**src/rtl/dpe_sched_pkg.sv**
```systemverilog
// dpe_sched_pkg
//   Shared definitions for the DotProductEngine job scheduler:
//   default widths, the output-address width derivation and the
//   sequencer state encoding.
package dpe_sched_pkg;

    localparam int DEF_DATA_WIDTH = 32;  // fp32 result
    localparam int DEF_ADDR_WIDTH = 4;   // engine vector length / element address
    localparam int DEF_CNT_WIDTH  = 6;   // patch / filter index

    // The output buffer holds num_filters x num_patches results, so its
    // address needs the width of both indices combined.
    function automatic int out_addr_width(input int cnt_width);
        return 2 * cnt_width;
    endfunction

    typedef enum logic [2:0] {
        S_IDLE,
        S_LAUNCH,
        S_WAIT,
        S_WRITE,
        S_FINISH
    } sched_state_e;

endpackage

```
**src/rtl/dpe_job_scheduler_if.sv**
```systemverilog
// dpe_job_scheduler_if
//   Valid/ready write port from the scheduler into the output buffer.
//   out_valid  master -> slave  result available
//   out_ready  slave  -> master buffer accepts this cycle
//   out_data   master -> slave  captured fp32 result
//   out_addr   master -> slave  linear result address (filter-major)
interface dpe_job_scheduler_if
    import dpe_sched_pkg::*;
#(
    parameter int DATA_WIDTH     = DEF_DATA_WIDTH,
    parameter int OUT_ADDR_WIDTH = out_addr_width(DEF_CNT_WIDTH)
);

    logic                      out_valid;
    logic                      out_ready;
    logic [DATA_WIDTH-1:0]     out_data;
    logic [OUT_ADDR_WIDTH-1:0] out_addr;

    modport master (output out_valid, output out_data, output out_addr, input out_ready);
    modport slave  (input out_valid, input out_data, input out_addr, output out_ready);

endinterface

```
**src/rtl/dpe_index_counter.sv**
```systemverilog
// dpe_index_counter
//   2-D patch/filter counter for a convolution job. Patch index is the
//   inner loop. A running address counts results so no multiplier is
//   needed for filter_idx*num_patches + patch_idx.
//   clk, rst_n      clock, synchronous active-low reset
//   clear_i         zero both indices and the address
//   step_i          advance to the next (filter, patch) pair
//   num_patches_i   patches per filter (latched by the caller)
//   num_filters_i   filter count (latched by the caller)
//   patch_idx_o     current patch index
//   filter_idx_o    current filter index
//   out_addr_o      linear address of the current result
//   last_o          current pair is the final one of the job
module dpe_index_counter
    import dpe_sched_pkg::*;
#(
    parameter int CNT_WIDTH      = DEF_CNT_WIDTH,
    parameter int OUT_ADDR_WIDTH = out_addr_width(CNT_WIDTH)
) (
    input  logic                      clk,
    input  logic                      rst_n,
    input  logic                      clear_i,
    input  logic                      step_i,
    input  logic [CNT_WIDTH-1:0]      num_patches_i,
    input  logic [CNT_WIDTH-1:0]      num_filters_i,
    output logic [CNT_WIDTH-1:0]      patch_idx_o,
    output logic [CNT_WIDTH-1:0]      filter_idx_o,
    output logic [OUT_ADDR_WIDTH-1:0] out_addr_o,
    output logic                      last_o
);

    logic [CNT_WIDTH-1:0]      patch_q;
    logic [CNT_WIDTH-1:0]      filter_q;
    logic [OUT_ADDR_WIDTH-1:0] addr_q;
    logic                      patch_wrap;

    assign patch_wrap = (patch_q == num_patches_i - CNT_WIDTH'(1));

    always_ff @(posedge clk) begin
        if (!rst_n || clear_i) begin
            patch_q  <= '0;
            filter_q <= '0;
            addr_q   <= '0;
        end else if (step_i) begin
            addr_q <= addr_q + OUT_ADDR_WIDTH'(1);
            if (patch_wrap) begin
                patch_q  <= '0;
                filter_q <= filter_q + CNT_WIDTH'(1);
            end else begin
                patch_q <= patch_q + CNT_WIDTH'(1);
            end
        end
    end

    assign patch_idx_o  = patch_q;
    assign filter_idx_o = filter_q;
    assign out_addr_o   = addr_q;
    assign last_o       = patch_wrap && (filter_q == num_filters_i - CNT_WIDTH'(1));

endmodule

```
**src/rtl/dpe_job_scheduler.sv**
```systemverilog
// dpe_job_scheduler
//   Drives one DotProductEngine through num_filters x num_patches dot
//   products: selects rows, pulses the engine, captures each result and
//   writes it to the output buffer, filter-major.
//   clk, rst_n                 clock, synchronous active-low reset
//   job_start / job_abort      job request / abort from the layer controller
//   num_patches, num_filters,
//   vec_length                 job configuration, sampled on job_start in IDLE
//   job_busy, job_done,
//   job_aborted                job status (done/aborted are one-cycle pulses)
//   eng_start, eng_vec_length  engine launch pulse and latched vector length
//   patch_sel, filter_sel      row selects for the operand memory wrapper
//   eng_done, eng_result       engine completion and fp32 result
//   out_if                     valid/ready write port to the output buffer
module dpe_job_scheduler
    import dpe_sched_pkg::*;
#(
    parameter int DATA_WIDTH     = DEF_DATA_WIDTH,
    parameter int ADDR_WIDTH     = DEF_ADDR_WIDTH,
    parameter int CNT_WIDTH      = DEF_CNT_WIDTH,
    parameter int OUT_ADDR_WIDTH = out_addr_width(CNT_WIDTH)
) (
    input  logic                  clk,
    input  logic                  rst_n,
    input  logic                  job_start,
    input  logic                  job_abort,
    input  logic [CNT_WIDTH-1:0]  num_patches,
    input  logic [CNT_WIDTH-1:0]  num_filters,
    input  logic [ADDR_WIDTH-1:0] vec_length,
    output logic                  job_busy,
    output logic                  job_done,
    output logic                  job_aborted,
    output logic                  eng_start,
    output logic [ADDR_WIDTH-1:0] eng_vec_length,
    output logic [CNT_WIDTH-1:0]  patch_sel,
    output logic [CNT_WIDTH-1:0]  filter_sel,
    input  logic                  eng_done,
    input  logic [DATA_WIDTH-1:0] eng_result,
    dpe_job_scheduler_if.master   out_if
);

    sched_state_e              state_q, state_d;
    logic [CNT_WIDTH-1:0]      np_q, nf_q;
    logic [ADDR_WIDTH-1:0]     vl_q;
    logic                      busy_q, done_q, aborted_q, eng_start_q, out_valid_q;
    logic [DATA_WIDTH-1:0]     out_data_q;
    logic [OUT_ADDR_WIDTH-1:0] out_addr;
    logic                      load, step, capture, abort_hit, cnt_last;

    assign abort_hit = job_abort && (state_q != S_IDLE);
    assign capture   = (state_q == S_WAIT) && eng_done && !abort_hit;

    always_comb begin
        // NOTE: every signal written here gets a default first, so no path
        // leaves it unassigned and no latch is inferred.
        state_d = state_q;
        load    = 1'b0;
        step    = 1'b0;
        unique case (state_q)
            S_IDLE: begin
                if (job_start) begin
                    load = 1'b1;
                    // The inputs being latched this edge are the latched counts.
                    state_d = (num_patches == '0 || num_filters == '0) ? S_FINISH : S_LAUNCH;
                end
            end
            S_LAUNCH: state_d = S_WAIT;
            S_WAIT: begin
                if (eng_done) state_d = S_WRITE;
            end
            S_WRITE: begin
                if (out_if.out_ready) begin
                    step    = 1'b1;
                    state_d = cnt_last ? S_FINISH : S_LAUNCH;
                end
            end
            S_FINISH: begin
                // A zero-count job enters FINISH straight from IDLE and spends
                // one cycle there before job_done; otherwise done_q is already
                // high on entry and FINISH lasts one cycle.
                if (done_q) state_d = S_IDLE;
            end
            default: state_d = S_IDLE;
        endcase
        // Abort wins over a simultaneous handshake or engine completion.
        if (abort_hit) begin
            state_d = S_IDLE;
            step    = 1'b0;
        end
    end

    // Outputs are registered from the next state so they line up with it.
    always_ff @(posedge clk) begin
        // NOTE: synchronous reset lives inside the clocked branch; sequential
        // state uses non-blocking assignments so all registers update together.
        if (!rst_n) begin
            state_q     <= S_IDLE;
            np_q        <= '0;
            nf_q        <= '0;
            vl_q        <= '0;
            busy_q      <= 1'b0;
            done_q      <= 1'b0;
            aborted_q   <= 1'b0;
            eng_start_q <= 1'b0;
            out_valid_q <= 1'b0;
            out_data_q  <= '0;
        end else begin
            state_q     <= state_d;
            busy_q      <= (state_d != S_IDLE);
            eng_start_q <= (state_d == S_LAUNCH);
            out_valid_q <= (state_d == S_WRITE);
            done_q      <= (state_d == S_FINISH) && (state_q != S_IDLE);
            aborted_q   <= abort_hit;
            if (load) begin
                np_q <= num_patches;
                nf_q <= num_filters;
                vl_q <= vec_length;
            end
            if (capture) out_data_q <= eng_result;
        end
    end

    dpe_index_counter #(
        .CNT_WIDTH      (CNT_WIDTH),
        .OUT_ADDR_WIDTH (OUT_ADDR_WIDTH)
    ) u_index_counter (
        .clk           (clk),
        .rst_n         (rst_n),
        .clear_i       (load),
        .step_i        (step),
        .num_patches_i (np_q),
        .num_filters_i (nf_q),
        .patch_idx_o   (patch_sel),
        .filter_idx_o  (filter_sel),
        .out_addr_o    (out_addr),
        .last_o        (cnt_last)
    );

    assign job_busy         = busy_q;
    assign job_done         = done_q;
    assign job_aborted      = aborted_q;
    assign eng_start        = eng_start_q;
    assign eng_vec_length   = vl_q;
    assign out_if.out_valid = out_valid_q;
    assign out_if.out_data  = out_data_q;
    assign out_if.out_addr  = out_addr;

endmodule

```
**src/flat_wrapper.sv**
```systemverilog
// flat-port wrapper written by rule: the top's interface ports become plain ports
module dpe_job_scheduler_flat import dpe_sched_pkg::*;
#(
    parameter int DATA_WIDTH     = DEF_DATA_WIDTH,
    parameter int ADDR_WIDTH     = DEF_ADDR_WIDTH,
    parameter int CNT_WIDTH      = DEF_CNT_WIDTH,
    parameter int OUT_ADDR_WIDTH = out_addr_width(CNT_WIDTH)
)
  (clk, rst_n, job_start, job_abort, num_patches, num_filters, vec_length, job_busy, job_done, job_aborted, eng_start, eng_vec_length, patch_sel, filter_sel, eng_done, eng_result, out_if_out_valid, out_if_out_data, out_if_out_addr, out_if_out_ready);
  dpe_job_scheduler_if #(.DATA_WIDTH(DATA_WIDTH), .OUT_ADDR_WIDTH(OUT_ADDR_WIDTH)) out_if_i ();
  input  logic clk;
  input  logic rst_n;
  input  logic job_start;
  input  logic job_abort;
  input  logic [CNT_WIDTH-1:0] num_patches;
  input  logic [CNT_WIDTH-1:0] num_filters;
  input  logic [ADDR_WIDTH-1:0] vec_length;
  output logic job_busy;
  output logic job_done;
  output logic job_aborted;
  output logic eng_start;
  output logic [ADDR_WIDTH-1:0] eng_vec_length;
  output logic [CNT_WIDTH-1:0] patch_sel;
  output logic [CNT_WIDTH-1:0] filter_sel;
  input  logic eng_done;
  input  logic [DATA_WIDTH-1:0] eng_result;
  output wire logic [$bits(out_if_i.out_valid)-1:0] out_if_out_valid;
  output wire logic [$bits(out_if_i.out_data)-1:0] out_if_out_data;
  output wire logic [$bits(out_if_i.out_addr)-1:0] out_if_out_addr;
  input wire logic [$bits(out_if_i.out_ready)-1:0] out_if_out_ready;
  assign out_if_out_valid = out_if_i.out_valid;
  assign out_if_out_data = out_if_i.out_data;
  assign out_if_out_addr = out_if_i.out_addr;
  assign out_if_i.out_ready = out_if_out_ready;
  dpe_job_scheduler #(.DATA_WIDTH(DATA_WIDTH), .ADDR_WIDTH(ADDR_WIDTH), .CNT_WIDTH(CNT_WIDTH), .OUT_ADDR_WIDTH(OUT_ADDR_WIDTH)) u_core (.clk(clk), .rst_n(rst_n), .job_start(job_start), .job_abort(job_abort), .num_patches(num_patches), .num_filters(num_filters), .vec_length(vec_length), .job_busy(job_busy), .job_done(job_done), .job_aborted(job_aborted), .eng_start(eng_start), .eng_vec_length(eng_vec_length), .patch_sel(patch_sel), .filter_sel(filter_sel), .eng_done(eng_done), .eng_result(eng_result), .out_if(out_if_i));
endmodule
```
**config.mk**
```make
export PLATFORM = sky130hd
export DESIGN_NAME = dpe_job_scheduler_flat
export DESIGN_NICKNAME = d
export VERILOG_FILES = /design/src/rtl/dpe_sched_pkg.sv /design/src/rtl/dpe_job_scheduler_if.sv /design/src/rtl/dpe_index_counter.sv /design/src/rtl/dpe_job_scheduler.sv /design/src/flat_wrapper.sv
export SDC_FILE = /design/constraint.sdc
export NUM_CORES = 1
export LEC_CHECK = 0
export BUFFER_PORTS_ARGS = -buffer_cell sky130_fd_sc_hd__buf_2
export CAP_MARGIN = 20
export CORE_MARGIN = 2
export CORE_UTILIZATION = 50
export CTS_CLUSTER_DIAMETER = 150
export DETAILED_ROUTE_END_ITERATION = 7
export GPL_TIMING_DRIVEN = 0
export PLACE_DENSITY = 0.79
export SLEW_MARGIN = 20
export SYNTH_ARGS = -nofsm -noshare
export SYNTH_HDL_FRONTEND = slang
export SYNTH_HIERARCHICAL = 1
export SYNTH_SLANG_ARGS = --single-unit
export TNS_END_PERCENT = 30
```
**constraint.sdc**
```tcl
create_clock -name clk -period 3.35 [get_ports clk]
set_clock_uncertainty 0.15 [all_clocks]
set_input_delay 0.67 -clock clk [delete_from_list [all_inputs] [get_ports clk]]
set_output_delay 0.67 -clock clk [all_outputs]
set_load 0.01 [all_outputs]
```
## Word-level counts from Yosys, hierarchy flattened

Cells that the tools add are included.

| operators by class | value |
|---|---|
| $add $sub $neg | 5 |
| eq/ne operators | 9 |
| muxes and demuxes | 14 |
| reduce and logical (&&, ||, !) cells | 15 |

Operator list:

| operator | count |
|---|---|
| 2-to-1 mux 3 bit | 7 |
| one-hot mux 3 bit (5 select lines) | 1 |
| adder 12 x 1 -> 12 bit (second input constant) | 1 |
| adder 6 x 1 -> 6 bit (second input constant) | 2 |
| equality test 6 bit | 2 |
| zero test 6 bit | 2 |
| subtractor 6 x 1 -> 6 bit (second input constant) | 2 |
| equality test 3 x 2 -> 1 bit (second input constant) | 3 |
| equality test 3 x 1 -> 1 bit (second input constant) | 2 |
| equality test 3 bit (second input constant) | 2 |
| 2-to-1 mux 6 bit | 1 |
| nonzero test 3 bit | 2 |
| logical AND 1 bit | 5 |
| 2-to-1 mux 1 bit | 5 |
| zero test 3 bit | 1 |
| zero test 1 bit | 2 |
| logical OR 1 bit | 2 |
| AND reduction 2 bit | 1 |

| storage, ports and cells | value |
|---|---|
| register bits after elaboration | 80 |
| bits of input ports | 54 |

## Logic depth before layout (Yosys ltp)

| depth | value |
|---|---|
| word-level depth | 9 |
| depth in mapped cells | 11 |
| gate-level depth less buffers | 11 |

## Hierarchy

Netlist, hierarchy kept.

By module, submodules not included:

| module | times used | cells each | area each (um^2) | sequential area each (um^2) |
|---|---|---|---|---|
| dpe_job_scheduler | 1 | 254 | 2159.6 | 1121.1 |
| dpe_index_counter | 1 | 173 | 1438.9 | 480.5 |

## Least setup slack after synthesis

No wires, ideal clock.

| timing path | value |
|---|---|
| path type | register -> register |
| from | reg u_core.np_q[0] |
| to | reg u_core.busy_q (netlist: u_core/job_busy) |
| arrival | 2.351 ns |
| data required time | 3.085 ns |
| path slack | 0.735 ns |
| stages on the path, launching flop included | 10 |
| period minus slack after synthesis | 2.615 ns |
| path through | dfxtp_1 -> or4_4 -> nor3_4 -> o2111a_1 -> nand2_1 -> nor4_1 -> nand3_1 -> nor3b_1 -> o311a_1 -> o21a_1 |

| between the ends | value |
|---|---|
| cells in the longest elaborated chain, start to end | 8 |

RTL lines:

| element | line | text |
|---|---|---|
| from (decl) | dpe_job_scheduler.sv:43 | `logic [CNT_WIDTH-1:0] np_q, nf_q;` |
| from (signal assigned) | dpe_job_scheduler.sv:115 | `np_q <= num_patches;` |
| subtractor 6 x 1 -> 6 bit | dpe_index_counter.sv:37 | `assign patch_wrap = (patch_q == num_patches_i - CNT_WIDTH'(1));` |
| equality test 6 bit | dpe_index_counter.sv:37 |  |
| logical AND 1 bit | dpe_index_counter.sv:58 | `assign last_o = patch_wrap && (filter_q == num_filters_i - CNT_WIDTH'(1));` |
| via u_core.cnt_last | dpe_job_scheduler.sv:48 | `logic load, step, capture, abort_hit, cnt_last;` |
| 2-to-1 mux 3 bit | dpe_job_scheduler.sv:74 | `state_d = cnt_last ? S_FINISH : S_LAUNCH;` |
| 2-to-1 mux 3 bit | dpe_job_scheduler.sv:72 | `if (out_if.out_ready) begin` |
| one-hot mux 3 bit (5 select lines) | dpe_job_scheduler.sv:59 | `unique case (state_q)` |
| 2-to-1 mux 3 bit | dpe_job_scheduler.sv:86 | `if (abort_hit) begin` |
| nonzero test 3 bit | dpe_job_scheduler.sv:109 | `busy_q <= (state_d != S_IDLE);` |
| to (signal assigned) | dpe_job_scheduler.sv:109 |  |
| to (decl) | dpe_job_scheduler.sv:45 | `logic busy_q, done_q, aborted_q, eng_start_q, out_valid_q;` |

The timed path passes the listed nets, and every way through them passes these cells.
A chain may end at the register's enable or synchronous reset.

## Worst setup path after layout

Ends and elaborated chain as after synthesis.

==> out/metrics.cfg <==
[run_status]
outcome=finished, final reports clean

[placement]
gp_congestion=0.886
io_buffers=118
hpwl_um=6740
place_inst=641
dp_slack_ns=0.449

[clock_tree]
numCtsBuffers=9
clock-root-buffer=clkbuf_8
hold_buffers=0
cts_setup_buffers=0
clock_path_buffers=2
cts.htree.levels=3
clkTransAtPathRegs_ns=0.09
cts-resized-gates=0
clkSinkCount=80
cts_tree=done
clkLatencyLatePin_ns=0.35

[routing]
routed_via_density=5.17
first_pass_iters=4
wl_per_cell_um=13.9
routed_wl_um=9110
drc_errors=0
vias=3398
drtAntennaViolNets=0
drt_iter0_drc=132

[global_routing]
grt_pass1_wl_um=14700
grt_pass1_vias=3301
grt_overflow=0
grt_max_degree=15
antenna_found_initial=0
grtUsageTotal_pct=24.0

[critical_path]
crit_path_max_incr_delay_ns=0.57
crit_path_start_kind=register
crit_chain=or4_4 > nor3_4 > o2111a_1 > nand2_1 > nor4_1 > nand3_1 > nor3b_1 > o311a_1 > o21a_1
startpoint=u_core/np_q[0]$_SDFFE_PN0P_
crit_fanout=5
setup.worst_path.end_class=register
worstPathArrival_ns=3.01
cpMaxStageDelayCell=or4_4
required_ns=3.45
criticalPathCategory=register to register
r2r-start=u_core/np_q[0]$_SDFFE_PN0P_

[cells_and_area]
mostFrequentLayoutCells=buf_2, nand2_1, dfxtp_1, a21boi_1, nor2_1
area_growth_pct=27.2
final.fill_count=587
layout.nets=615
final_cells=657
layout_commonest_cell=buf_2
diodes=0
final_layout_size_suffix_gt1_share_pct=26.6

[hold_path]
hold_class=register to register
worstHoldStart=u_core/out_if.out_data[1]$_SDFFE_PN0P_

[die]
die_h_um=88.8
rows=30
dieArea_um2=7890
core_um2=6870
initial_core_util_pct=52.4
io_pins=119
chipWidth_um=88.8

[power]
p_per_area_nw_per_um2=466
vdd_ir_drop_max_uv=314
p_seq_share_pct=46.3
leakagePower_uw=0.00196
clockPowerShare_pct=43.9
pwr-share-comb_pct=9.8
p_sw_share_pct=23.4
p_sw_uw=499
p_int_uw=1630

[yosys]
synth.distinct_cells=54
ys.flop_type=dfxtp_1
syn_nets=486
yosys_warnings=6
synthesis.area_um2=3600
synth_seq_cells=80
postSynth.asyncResetShare_pct=0
syn_inst=427
seq_area_frac_synth_pct=44.5
synth_edf_count=0
avgSynthCellArea_um2=8.43

[timing]
finalMaxSlewViolations=0
fmax_mhz=344
max-slew-margin-rel_pct=65.7
timing.final.ws_setup_ns=0.440
hold_violations=0
rsz0062_at_grt=false
min_period_over_period_pct=86.9
holdWs_ns=0.302
min_period_ns=2.91
finalSetupViolations=0
tns_ns=0
tightest_slew_ns=0.515

[flow_run]
cap_violations=0

==> registers in the layout, summed over array words and instances (netlist names) <==
signal / count
u_core/eng_start: 1
u_core/eng_vec_length: 4
u_core/job_aborted: 1
u_core/job_busy: 1
u_core/job_done: 1
u_core/nf_q: 6
u_core/np_q: 6
u_core/out_if.out_data: 32
u_core/out_if.out_valid: 1
u_core/state_q: 3
u_core/u_index_counter/filter_idx_o: 6
u_core/u_index_counter/out_addr_o: 12
u_core/u_index_counter/patch_idx_o: 6
==> routing by layer <==
layer / up-vias / track usage [%] / routed length (um)
li1: 1725 / - / -
met1: 1553 / 29.1 / 3880
met2: 110 / 40.4 / 4410
met3: 10 / 7.93 / 699
met4: 0 / 7.71 / 118
met5: - / 0 / 0
==> cells in the mapped netlist, types with 3 or more instances <==
| master | number | area, um^2 |
|---|---|---|
| nand3_1 | 9 | 45.0 |
| o22ai_1 | 3 | 18.8 |
| nand2_1 | 113 | 424 |
| nor2_1 | 19 | 71.3 |
| a21oi_1 | 15 | 75.1 |
| or3_1 | 4 | 25.0 |
| xnor2_1 | 10 | 87.6 |
| a21boi_1 | 48 | 360 |
| o31ai_1 | 7 | 52.6 |
| xor2_1 | 15 | 131 |
| ha_1 | 5 | 62.6 |
| nor3_1 | 5 | 25.0 |
| clkbuf_1 | 14 | 52.6 |
| nand4_1 | 7 | 43.8 |
| or4_1 | 3 | 22.5 |
| nor3b_1 | 3 | 22.5 |
| o21ai_0 | 8 | 40.0 |
| nor4_1 | 3 | 18.8 |
| buf_2 | 6 | 30.0 |
| and2_1 | 4 | 25.0 |
| inv_1 | 7 | 26.3 |
| dfxtp_1 | 80 | 1600 |
| nand2b_1 | 4 | 25.0 |
==> final cells by class <==
class	count	area [um^2]	share of cell area [%]
inverter	8	30.0	0.656
sequential	80	1600	35.0
clock inverter	7	143	3.12
buffer	22	97.6	2.13
tap	96	120	2.63
multi-input combinational	317	1870	40.9
clock buffer	9	124	2.71
timing repair buffer	118	591	12.9
==> cells by family (layout without fill, tap and decap cells) <==
logic type | Yosys count | count (layout) | share of synthesized area (%)
xor+xnor | 25 | 25 | 6.08
buf+inv | 30 | 164 | 3.55
compound gates | 97 | 97 | 19.2
flops | 80 | 80 | 44.5
simple gates | 189 | 189 | 24.7
fa+ha+maj | 5 | 5 | 1.74
mux | 1 | 1 | 0.278
==> per-stage QoR <==
step                      power, uW  utilization [%]  instance area, um^2
after floorplan                1140                -                 3600
after global placement         1210             62.7                 4310
after detailed placement       1220             62.7                 4310
after CTS                      2140             66.6                 4580
after global routing           2210             66.6                 4580
final                          2130             66.6                 4580
==> power by group through the flow <==
stage	clock, uW	combinational, uW	sequential [uW]
floorplan	0	129	1010
global placement	0	202	1010
detailed placement	0	208	1010
CTS	947	210	988
global route	984	235	991
finish	937	210	988
==> critical path, delay by kind of cell, from the launching register on <==
| family | cells | cell delay, ns |
|---|---|---|
| compound gates | 3 | 0.76 |
| simple gates | 6 | 1.54 |
| flops | 1 | 0.36 |
==> path summary, 6_finish.rpt <==
| path | end | slack (ns) | cells past startpoint |
|---|---|---|---|
| setup / recovery | u_core/job_busy$_SDFF_PN0_ | 0.44 | 9 |
| hold / removal | u_core/out_if.out_data[1]$_SDFFE_PN0P_ | 0.30 | 2 |
| setup reg to reg | u_core/job_busy$_SDFF_PN0_ | 0.44 | 9 |
| hold reg to reg | u_core/out_if.out_data[1]$_SDFFE_PN0P_ | 0.30 | 2 |
Note: power is estimated with default switching activity, not from simulation.
